File: config.mk
export PLATFORM = sky130hd
export DESIGN_NAME = mem_access_unit
export DESIGN_NICKNAME = d
export VERILOG_FILES = /design/src/rtl/mem_access_unit.sv
export SDC_FILE = /design/constraint.sdc
export NUM_CORES = 1
export LEC_CHECK = 0
export ABC_AREA = 1
export BUFFER_PORTS_ARGS = -buffer_cell sky130_fd_sc_hd__buf_2
export CORE_AREA = 2 2 112 114
export CTS_CLUSTER_DIAMETER = 120
export CTS_CLUSTER_SIZE = 8
export DETAILED_ROUTE_END_ITERATION = 8
export DIE_AREA = 0 0 114 116
export HOLD_SLACK_MARGIN = 0.1
export PLACE_DENSITY = 0.71
export SLEW_MARGIN = 10
export SYNTH_ARGS = -nofsm -noshare
export SYNTH_HDL_FRONTEND = slang
export SYNTH_SLANG_ARGS = --single-unit
File: constraint.sdc
create_clock -name clk -period 7.4 [get_ports clk]
set_clock_uncertainty 0.2 [all_clocks]
set_input_delay 0.74 -clock clk [delete_from_list [all_inputs] [get_ports clk]]
set_output_delay 0.74 -clock clk [all_outputs]
set_load 0.02 [all_outputs]
File: src/rtl/mem_access_unit.sv
// mem_access_unit: MEM-stage data-memory access unit.
// Drives a req/ack data-RAM transaction, aligns and extends load data,
// stalls the pipeline while a transaction is outstanding, and aborts
// accesses that exceed TIMEOUT cycles.
// Optional feature: define MEM_ALIGN_CHECK_EN to detect misaligned accesses
// and complete them without touching the RAM port.
module mem_access_unit #(
   parameter int unsigned TIMEOUT = 255
) (
   input  logic        clk,
   input  logic        rst,
   input  logic        stall_in,
   input  logic        mem_read_flag_in,
   input  logic        mem_write_flag_in,
   input  logic        mem_ext_flag_in,
   input  logic [3:0]  mem_sel_in,
   input  logic [31:0] mem_write_data_in,
   input  logic [31:0] result_in,
   input  logic        reg_write_en_in,
   input  logic [4:0]  reg_write_addr_in,
   input  logic [31:0] current_pc_addr_in,
   output logic        ram_req,
   output logic        ram_we,
   output logic [31:0] ram_addr,
   output logic [3:0]  ram_be,
   output logic [31:0] ram_wdata,
   input  logic        ram_ack,
   input  logic [31:0] ram_rdata,
   output logic        stall_request,
   output logic [31:0] result_out,
   output logic        reg_write_en_out,
   output logic [4:0]  reg_write_addr_out,
   output logic [31:0] current_pc_addr_out,
   output logic        bus_error,
   output logic        misaligned_out
);

   localparam int unsigned CNT_W = 8;

   typedef enum logic [1:0] {IDLE, ACCESS, DONE} state_t;

   state_t            state, state_nxt;
   logic [CNT_W-1:0]  cnt, cnt_nxt;
   logic [31:0]       load_buf, load_buf_nxt;
   logic              err, err_nxt;

   logic              mem_op;
   logic              is_load;
   logic [1:0]        off;
   logic              sel_byte;
   logic              sel_half;
   logic [3:0]        sel_norm;
   logic [3:0]        be_c;
   logic [31:0]       wdata_c;
   logic [31:0]       shifted_c;
   logic [31:0]       load_data_c;
   logic              misaligned_c;

   assign mem_op   = mem_read_flag_in | mem_write_flag_in;
   assign is_load  = mem_read_flag_in & ~mem_write_flag_in;
   assign off      = result_in[1:0];
   assign sel_byte = (mem_sel_in == 4'b0001);
   assign sel_half = (mem_sel_in == 4'b0011);
   assign sel_norm = sel_byte ? 4'b0001 : (sel_half ? 4'b0011 : 4'b1111);
   assign be_c     = sel_norm << off;
   assign wdata_c  = mem_write_data_in << {off, 3'b000};
   assign shifted_c = load_buf >> {off, 3'b000};

   // Size-mask and optionally sign-extend the lane-shifted load word
   always_comb begin
      load_data_c = shifted_c;
      if (sel_byte)
         load_data_c = {{24{mem_ext_flag_in & shifted_c[7]}}, shifted_c[7:0]};
      else if (sel_half)
         load_data_c = {{16{mem_ext_flag_in & shifted_c[15]}}, shifted_c[15:0]};
   end

`ifdef MEM_ALIGN_CHECK_EN
   assign misaligned_c = mem_op & ((sel_half & off[0]) |
                                   (~sel_byte & ~sel_half & (off != 2'b00)));
`else
   assign misaligned_c = 1'b0;
`endif

   // State, wait counter, load buffer and error flag
   always_ff @(posedge clk or posedge rst) begin
      if (rst) begin
         state    <= IDLE;
         cnt      <= '0;
         load_buf <= '0;
         err      <= 1'b0;
      end else begin
         state    <= state_nxt;
         cnt      <= cnt_nxt;
         load_buf <= load_buf_nxt;
         err      <= err_nxt;
      end
   end

   // Next-state logic and outputs; everything forced low while in reset
   always_comb begin
      state_nxt           = state;
      cnt_nxt             = cnt;
      load_buf_nxt        = load_buf;
      err_nxt             = err;
      ram_req             = 1'b0;
      ram_we              = 1'b0;
      ram_addr            = '0;
      ram_be              = '0;
      ram_wdata           = '0;
      stall_request       = 1'b0;
      result_out          = result_in;
      reg_write_en_out    = reg_write_en_in;
      reg_write_addr_out  = reg_write_addr_in;
      current_pc_addr_out = current_pc_addr_in;
      bus_error           = 1'b0;
      misaligned_out      = 1'b0;

      case (state)
         IDLE: begin
            if (mem_op) begin
               stall_request    = 1'b1;
               reg_write_en_out = 1'b0;
               cnt_nxt          = '0;
               state_nxt        = misaligned_c ? DONE : ACCESS;
            end
         end
         ACCESS: begin
            stall_request    = 1'b1;
            reg_write_en_out = 1'b0;
            ram_req          = 1'b1;
            ram_we           = mem_write_flag_in;
            ram_addr         = {result_in[31:2], 2'b00};
            ram_be           = be_c;
            ram_wdata        = wdata_c;
            if (ram_ack) begin
               load_buf_nxt = ram_rdata;
               state_nxt    = DONE;
            end else if (cnt == CNT_W'(TIMEOUT - 1)) begin
               err_nxt   = 1'b1;
               state_nxt = DONE;
            end else begin
               cnt_nxt = cnt + CNT_W'(1);
            end
         end
         DONE: begin
            bus_error      = err;
            misaligned_out = misaligned_c;
            if (err | misaligned_c)
               reg_write_en_out = 1'b0;
            else if (is_load)
               result_out = load_data_c;
            if (!stall_in) begin
               state_nxt = IDLE;
               err_nxt   = 1'b0;
            end
         end
         default: state_nxt = IDLE;
      endcase

      if (rst) begin
         ram_req             = 1'b0;
         ram_we              = 1'b0;
         ram_addr            = '0;
         ram_be              = '0;
         ram_wdata           = '0;
         stall_request       = 1'b0;
         result_out          = '0;
         reg_write_en_out    = 1'b0;
         reg_write_addr_out  = '0;
         current_pc_addr_out = '0;
         bus_error           = 1'b0;
         misaligned_out      = 1'b0;
      end
   end

endmodule

==> impl_metrics.csv, run 1 <==
group,metric,value,unit
timing,finalHoldViolations,0,
synthesis,synth.avg_cell_area,5.64,um^2
drt,ant_nets,0,
worst_setup_path,cp_cell_sequence,"buf_2 -> buf_4 -> inv_2 -> nand2_1 -> nand3_1 -> nand3_2 -> nand2_4 -> nand2_4 -> nor2_1 -> nor2_1 -> nor2_1 -> buf_2",
floorplanning,coreArea,11900,um^2
cts,hold_buffers,0,
place,portBuffers,284,
status,status,"finished clean",
synthesis,seq_area_frac_synth,0.247,
hold_path,hp-class,"reg2reg",
cts,htreeDepth,2,
cts,clk_pin_slew,0.06,ns
finish,final_common_cell,"buf_2",
worst_setup_path,path_depth,12,
drt,drt_iter0_drc,752,
cts,post_cts_buffers,0,
finish,final_cell_mix,"buf_2 (284), nand2_1 (189), nor2_1 (170), inv_1 (106), o21ai_0 (76)",
cts,clkLatencyLatePin,0.28,ns
power,power_switching_share,0.492,
drt,remaining_drc_errors,0,
cts,tritoncts,"done",
worst_setup_path,cpPeakStageDelay,0.55,ns
worst_setup_path,crit_type,"in2out",
worst_setup_path,end_kind,"output port",
worst_setup_path,reg2regPathDepth,7,
drt,routedWlPerCell,15.2,um
floorplanning,die-area,13200,um^2
synthesis,synth-seq-cells,43,
hold_path,hold_end,"load_buf[7]",
global_routing,grt_pass1_wl,25.9,mm
drt,viasPerCell,5.02,
timing,whs,0.289,ns
worst_setup_path,crit_path_start_kind,"input pin",
floorplanning,rows,40,
power,leakage,3.57,nW
worst_setup_path,cp_max_fo,75,
power,p_int,700,uW
finish,drive_gt1_frac,0.313,
drt,via_count,5881,
global_routing,grt_usage,0.248,
timing,clock.fmax,254,MHz
power,power_density,233,nW/um^2
finish,synthToLayoutAreaGrowth,35.7,%
timing,tns,0,ns
drt,routed_wl,17.8,mm
floorplanning,die_w,114,um
cts,cts_buffers,5,
power,pwr-share-seq,0.287,
hold_path,min_path_cells,2,
timing,min_period,3.94,ns
hold_path,hold_path.startpoint,"load_buf[7]",
worst_setup_path,crit_required,6.46,ns
timing,max_slew_margin,0.414,
worst_setup_path,cp.buffers_inverters,4,
floorplanning,io_pins,288,
timing,worst_pin_slew,0.878,ns
floorplanning,start_util,0.366,
cts,cts.sinks,43,
place,dp_hpwl,13.8,mm
worst_setup_path,worstReg2RegEnd,"load_buf[7]",
global_routing,grt_max_degree,76,
finish,fin_nets,1168,
synthesis,synth_cell_types,35,
synthesis,syn_inst,773,
worst_setup_path,ff2ff_setup_slack,4.63,ns
floorplanning,dieHeight,116,um
timing,rsz0062_at_grt,"false",
cts,cts_resized,0,
drt,firstDrtPassIters,5,
worst_setup_path,cp_common_cell,"nor2_1",
cts,cts_buffer_depth,2,
synthesis,syn-cell-area,4360,um^2
synthesis,synth_warnings,0,
cts,clockRootBuffer,"clkbuf_16",
worst_setup_path,arrival,3.00,ns
power,p_clk_frac,0.165,
timing,setup_violations,0,
worst_setup_path,cpMaxStageDelayCell,"buf_4",
global_routing,antenna_found_initial,2,
power,switchingPower,677,uW
power,combPwrFrac,0.548,
timing,drv_slew,0,
worst_setup_path,cpLargestDelayFamily,"buffers and inverters",
global_routing,grt_pass1_vias,5055,
worst_setup_path,rr_startpoint,"state[1]",
place,place.gp.congestion,0.938,
run,maxCapViolCount,0,
global_routing,gr-total-overflow,0,
timing,fin_crit_sh,0.532,
power,peakVddDrop,0.125,mV
power by group through the flow:
| stage | sequential [mW] | clock, mW | combinational [mW] |
|---|---|---|---|
| finish | 0.395 | 0.227 | 0.755 |
| global route | 0.405 | 0.242 | 0.835 |
| CTS | 0.392 | 0.231 | 0.752 |
| detailed placement | 0.396 | 0 | 0.748 |
| global placement | 0.396 | 0 | 0.744 |
| floorplan | 0.376 | 0 | 0.512 |
worst max path at each step:
| stage | start | endpoint |
|---|---|---|
| after floorplan | rst | result_out[16] |
| after global placement | result_in[0] | result_out[27] |
| after detailed placement | result_in[1] | result_out[17] |
| after CTS | state[1] | ram_wdata[6] |
| after global routing | state[1] | ram_wdata[1] |
| final | result_in[0] | result_out[18] |
flip-flops by register name, indices dropped and copies added, names as in the netlist:
name,cells
state,2
load_buf,32
cnt,8
err,1
layout make-up:
type / count / area (um^2)
Clock buffer: 8 / 156
Sequential cell: 43 / 1080
Fill cell: 1298 / 6000
Antenna cell: 2 / 5.00
Multi-Input combinational cell: 568 / 2610
Inverter: 114 / 429
Timing Repair Buffer: 289 / 1460
Tap cell: 147 / 184
cell usage after synthesis:
library cell,n,area [um^2]
nand4_1,1,6.26
nand3_1,31,155
inv_1,107,402
o21ai_0,76,380
nor2_2,3,18.8
a311oi_1,1,8.76
nand2_1,189,709
o31ai_1,9,67.6
and3_1,1,6.26
o21ai_1,4,20.0
a21oi_1,19,95.1
inv_2,6,22.5
nand2_4,4,45.0
buf_6,1,11.3
nand3_2,4,40.0
buf_1,6,22.5
xnor2_1,2,17.5
nor3b_1,1,7.51
o211ai_1,8,60.1
o21ai_2,1,8.76
a31oi_1,9,56.3
buf_4,12,90.1
nor2_4,2,22.5
conb_1,1,3.75
nor2_1,170,638
clkinv_2,1,5.00
a211oi_1,21,158
xor2_1,2,17.5
buf_2,13,65.1
o21bai_1,1,7.51
clkbuf_1,18,67.6
nor3_1,2,10.0
nand2_2,2,12.5
dfrtp_1,43,1080
ha_1,2,25.0
stage by stage:
stage                util  std cells  worst slack [ns]  area (um^2)  power, mW
CTS                 0.496       1169              3.46         5910       1.38
global placement    0.483       1161              3.59         5750       1.14
detailed placement  0.483       1161              3.53         5750       1.14
finish              0.497       1171              3.46         5910       1.38
global route        0.497       1171              3.15         5910       1.48
floorplan               -        775              3.38         4370      0.889
tightest hold or removal path, delay by kind of cell, from the launching register on:
| kind | cells | cell delay, ns |
|---|---|---|
| flip-flops | 1 | 0.35 |
| AND/OR/NAND/NOR | 2 | 0.11 |
per-layer routing:
layer  part of all wire  global-route usage  wire [um]
met3              0.076              0.0345       1350
met4              0.021              0.0675        371
met5                  0                   0          0
met2               0.47               0.419       8420
met1               0.43               0.334       7620
cell families after synthesis:
family                   after synthesis  share of synthesized area
AO/OA/AOI/OAI                        149                      0.198
buffers and inverters                164                      0.157
XOR/XNOR                               4                    0.00804
AND/OR/NAND/NOR                      410                      0.383
adder cells (fa/ha/maj)                2                    0.00574
other                                  1                   0.000860
flip-flops                            43                      0.247
Power figures use the tool's default switching activity.
==> run 2: changes to the inputs <==
--- a/config.mk
+++ b/config.mk
@@ -13,7 +13,7 @@
 export DETAILED_ROUTE_END_ITERATION = 8
 export DIE_AREA = 0 0 114 116
 export HOLD_SLACK_MARGIN = 0.1
-export PLACE_DENSITY = 0.71
+export PLACE_DENSITY = 0.74
 export SLEW_MARGIN = 10
 export SYNTH_ARGS = -nofsm -noshare
 export SYNTH_HDL_FRONTEND = slang
==> constraint.sdc (replaced) <==
create_clock -name clk -period 3.3 [get_ports clk]
set_clock_uncertainty 0.2 [all_clocks]
set_input_delay 0.33 -clock clk [delete_from_list [all_inputs] [get_ports clk]]
set_output_delay 0.33 -clock clk [all_outputs]
set_load 0.02 [all_outputs]
==> run 2 against run 1 <==
  * Global-route usage is 1.7 points higher
  * Power up 130%
  * Core utilization increased by 3.4 points
  * Combinational power up 130%
  * Critical path depth shrank 4
  * Sequential power grew 120%
  * Hold slack worse by 0.012 ns
  * Register-to-register slack worse by 3.5 ns
  * Wire length up 5.6%
==> impl_metrics.csv, run 2 (synthesized netlist as in run 1, its figures left out) <==
group,metric,value,unit
drt,viasPerCell,4.93,
finish,final_cell_area,6310,um^2
hold_path,min_path_cells,2,
hold_path,hp-class,"reg2reg",
floorplanning,dieHeight,116,um
finish,fin_nets,1212,
worst_setup_path,crit_required,2.77,ns
global_routing,antenna_found_initial,1,
worst_setup_path,reg2regPathDepth,6,
drt,remaining_drc_errors,0,
power,power_density,494,nW/um^2
power,power,3.12,mW
floorplanning,die_w,114,um
timing,max_slew_margin,0.523,
global_routing,grt_max_degree,71,
finish,final_common_cell,"buf_2",
place,place_area,5820,um^2
cts,clk_pin_slew,0.06,ns
cts,htreeDepth,2,
timing,setup_violations,0,
finish,synthToLayoutAreaGrowth,44.9,%
run,maxCapViolCount,0,
global_routing,grt_pass1_wl,27.5,mm
drt,routed_wl,18.8,mm
timing,min_period,3.03,ns
floorplanning,die-area,13200,um^2
drt,ant_nets,0,
power,leakage,3.74,nW
status,status,"finished clean",
cts,clkLatencyLatePin,0.28,ns
cts,cts_buffer_depth,2,
timing,rsz0062_at_grt,"false",
global_routing,grt_usage,0.265,
finish,final_cell_mix,"buf_2 (284), nand2_1 (189), nor2_1 (170), inv_1 (106), o21ai_0 (76)",
drt,drt_iter0_drc,510,
cts,tritoncts,"done",
timing,whs,0.278,ns
timing,tns,0,ns
cts,cts.sinks,43,
finish,drive_gt1_frac,0.309,
cts,clockRootBuffer,"clkbuf_16",
place,place.gp.congestion,1.01,
worst_setup_path,end_kind,"output port",
worst_setup_path,cp_max_fo,34,
drt,firstDrtPassIters,5,
floorplanning,rows,40,
global_routing,gr-total-overflow,0,
floorplanning,start_util,0.366,
drt,via_count,5986,
power,peakVddDrop,0.487,mV
timing,clock.fmax,330,MHz
cts,post_cts_buffers,0,
worst_setup_path,crit_type,"reg2out",
finish,reg.largest.list,"load_buf (32), cnt (8), state (2)",
worst_setup_path,arrival,2.50,ns
place,portBuffers,284,
timing,worst_pin_slew,0.715,ns
worst_setup_path,crit_path_start_kind,"register",
timing,drv_slew,0,
global_routing,grt_pass1_vias,5245,
timing,finalHoldViolations,0,
finish,regMostFlops,"load_buf",
timing,fin_crit_sh,0.919,
floorplanning,io_pins,288,
drt,routedWlPerCell,15.5,um
finish,largest_reg_flops,32,
floorplanning,coreArea,11900,um^2
place,dp_hpwl,14.7,mm
cts,cts_buffers,5,
-- run 2: stage by stage --
step / utilization / setup slack (ns) / cells
floorplan: - / 0.0998 / 775
global placement: 0.489 / 0.607 / 1170
detailed placement: 0.489 / 0.603 / 1170
CTS: 0.530 / 0.299 / 1213
global route: 0.530 / 0.105 / 1214
finish: 0.530 / 0.266 / 1214
-- run 2: per-layer routing --
metal | vias up | GRT usage | share of wire
met3 | 38 | 0.0397 | 0.076
met4 | 0 | 0.0902 | 0.028
met1 | 2683 | 0.328 | 0.40
met2 | 274 | 0.473 | 0.50
li1 | 2991 | - | -
met5 | - | 0 | 0
-- run 2: final cells by class --
cell class | instances | area, um^2
clock inverters | 2 | 12.5
diodes | 1 | 2.50
multi-input cells | 568 | 2610
clock buffers | 6 | 129
flip-flops and latches | 43 | 1080
well taps | 147 | 184
repair buffers | 333 | 1880
inverters | 114 | 429
fillers | 1260 | 5600
-- run 2: final timing paths --
kind,end,from,slack [ns]
setup / recovery,result_out[3],state[1],0.27
hold / removal,load_buf[3],load_buf[3],0.28
setup reg to reg,load_buf[0],state[1],1.15
hold reg to reg,load_buf[3],load_buf[3],0.28
max in group asynchronous,load_buf[5],rst,1.81
min in group asynchronous,cnt[2],rst,0.46
-- run 2: timing repair --
action                    4_1_cts  5_1_grt
hold endpoints to repair       41        0
hold buffers                   35        0
resized for setup               0        0
-- run 2: power breakdown --
group	internal [mW]	switching [mW]
Combinational	0.553	1.21
Clock	0.279	0.195
Sequential	0.742	0.135
Total	1.57	1.54
-- run 2: critical path, cell delays in order, from the launching register on --
cell and delay, ns:
dfrtp_1 0.42, nand2_1 0.14, inv_1 0.18, nand2_1 0.12
buf_4 0.20, clkinv_2 0.43, o21ai_0 0.41, a31oi_1 0.11
buf_2 0.21
==> run 3: changes to the inputs <==
--- a/config.mk
+++ b/config.mk
@@ -6,7 +6,7 @@
 export NUM_CORES = 1
 export LEC_CHECK = 0
 export ABC_AREA = 1
-export BUFFER_PORTS_ARGS = -buffer_cell sky130_fd_sc_hd__buf_2
+export BUFFER_PORTS_ARGS = -buffer_cell sky130_fd_sc_hd__buf_4
 export CORE_AREA = 2 2 112 114
 export CTS_CLUSTER_DIAMETER = 120
 export CTS_CLUSTER_SIZE = 8
==> run 3 against run 2 <==
  * Non-clock buffer count shrank 5
  * Hold slack better by 0.0020 ns
  * Largest cell class unchanged
  * Critical endpoint unchanged
  * Sequential cell count unchanged
  * Maximum frequency up 3.2%
  * First-iteration DRC count up 38%
  * Core utilization grew 6.0 points
  * Die area did not move
  * Register-to-register slack improved by 0.14 ns
  * Critical path depth fell by 1
==> impl_metrics.csv, run 3 (synthesized netlist as in run 1, its figures left out) <==
group,metric,value,unit
status,status,"finished clean",
power,peakVddDrop,0.478,mV
floorplanning,rows,40,
finish,seqCellArea,1080,um^2
cts,cts_buffer_depth,2,
drt,via_count,6101,
place,portBuffers,284,
worst_setup_path,arrival,2.41,ns
worst_setup_path,crit_path_start_kind,"register",
finish,multi_input_area,2610,um^2
power,power,3.44,mW
cts,clk_pin_slew,0.06,ns
drt,routed_wl,19.6,mm
finish,final_common_cell,"buf_4",
hold_path,hp-class,"reg2reg",
power,leakage,3.89,nW
global_routing,gr-total-overflow,0,
timing,clock.fmax,340,MHz
timing,max_slew_margin,0.495,
timing,fin_crit_sh,0.891,
timing,drv_slew,0,
global_routing,grt_usage,0.278,
worst_setup_path,crit_type,"reg2out",
timing,worst_pin_slew,0.756,ns
cts,cts_buffers,5,
cts,clockRootBuffer,"clkbuf_16",
floorplanning,start_util,0.366,
worst_setup_path,crit_required,2.77,ns
finish,reg.largest.list,"load_buf (32), cnt (8), state (2)",
cts,cts.sinks,43,
cts,cts_resized,0,
cts,htreeDepth,2,
drt,viasPerCell,5.05,
drt,drt_iter0_drc,704,
finish,diodes,0,
cts,tritoncts,"done",
finish,largest_reg_flops,32,
finish,drive_gt1_frac,0.305,
place,place.gp.congestion,0.917,
floorplanning,io_pins,288,
worst_setup_path,cp_max_fo,34,
timing,whs,0.280,ns
timing,min_period,2.94,ns
floorplanning,die_w,114,um
place,dp_hpwl,15.0,mm
finish,fin_nets,1207,
timing,rsz0062_at_grt,"false",
power,power_density,489,nW/um^2
global_routing,grt_pass1_vias,5321,
timing,tns,0,ns
worst_setup_path,end_kind,"output port",
finish,final_cell_mix,"buf_4 (293), nand2_1 (189), nor2_1 (170), inv_1 (106), o21ai_0 (76)",
drt,firstDrtPassIters,6,
drt,routedWlPerCell,16.2,um
finish,n_fill_cell,1173,
floorplanning,dieHeight,116,um
floorplanning,die-area,13200,um^2
cts,clkLatencyLatePin,0.29,ns
cts,post_cts_buffers,0,
drt,ant_nets,0,
global_routing,grt_max_degree,71,
floorplanning,coreArea,11900,um^2
global_routing,grt_pass1_wl,28.8,mm
cts,hold_buffers,35,
timing,finalHoldViolations,0,
drt,remaining_drc_errors,0,
timing,setup_violations,0,
finish,synthToLayoutAreaGrowth,61.3,%
run,maxCapViolCount,0,
finish,regMostFlops,"load_buf",
global_routing,antenna_found_initial,0,
run 3: changes by cell type in the layout (fill, tap and decap cells not counted), sizes merged:
cell	previous run	this run
bufinv	0	2
diode	1	0
buf	298	293
clkinv	2	1
clkinvlp	1	0
run 3: path summary, 6_finish.rpt:
| kind | to | slack, ns | startpoint | depth (start not counted) |
|---|---|---|---|---|
| setup / recovery | result_out[3] | 0.36 | state[1] | 7 |
| hold / removal | load_buf[3] | 0.28 | load_buf[3] | 2 |
| setup reg to reg | load_buf[23] | 1.29 | state[1] | 7 |
| hold reg to reg | load_buf[3] | 0.28 | load_buf[3] | 2 |
| max in group asynchronous | load_buf[16] | 1.77 | rst | 4 |
| min in group asynchronous | state[1] | 0.47 | rst | 3 |
run 3: routing by layer:
| layer | global-route usage | vias to the layer above | part of all wire |
|---|---|---|---|
| met5 | 0 | - | 0 |
| met2 | 0.490 | 310 | 0.50 |
| li1 | - | 2986 | - |
| met3 | 0.0413 | 47 | 0.073 |
| met1 | 0.349 | 2758 | 0.40 |
| met4 | 0.0959 | 0 | 0.034 |
run 3: final cells by class:
class / count / share of cell area
Inverter: 114 / 0.0610
Clock inverter: 2 / 0.00854
Tap cell: 147 / 0.0262
Sequential cell: 43 / 0.153
Multi-Input combinational cell: 568 / 0.370
Timing Repair Buffer: 328 / 0.363
Clock buffer: 6 / 0.0183
run 3: power breakdown:
part	internal (mW)	switching, mW
registers	0.742	0.143
logic	0.690	1.23
clock network	0.434	0.206
total	1.87	1.57
run 3: through the flow:
stage / utilization / setup WS, ns / instance area, um^2 / std cells
floorplan: - / 0.0998 / 4370 / 775
global placement: 0.545 / 0.690 / 6490 / 1165
detailed placement: 0.545 / 0.640 / 6490 / 1165
CTS: 0.590 / 0.409 / 7030 / 1208
global route: 0.590 / 0.198 / 7030 / 1208
finish: 0.590 / 0.359 / 7030 / 1208
run 3: worst max-delay path, stage by stage (launching register included):
cell	delay, ns
dfrtp_1	0.43
nand2_1	0.15
inv_1	0.20
nand2_1	0.17
clkinv_2	0.42
o21ai_0	0.42
a31oi_1	0.12
buf_4	0.21
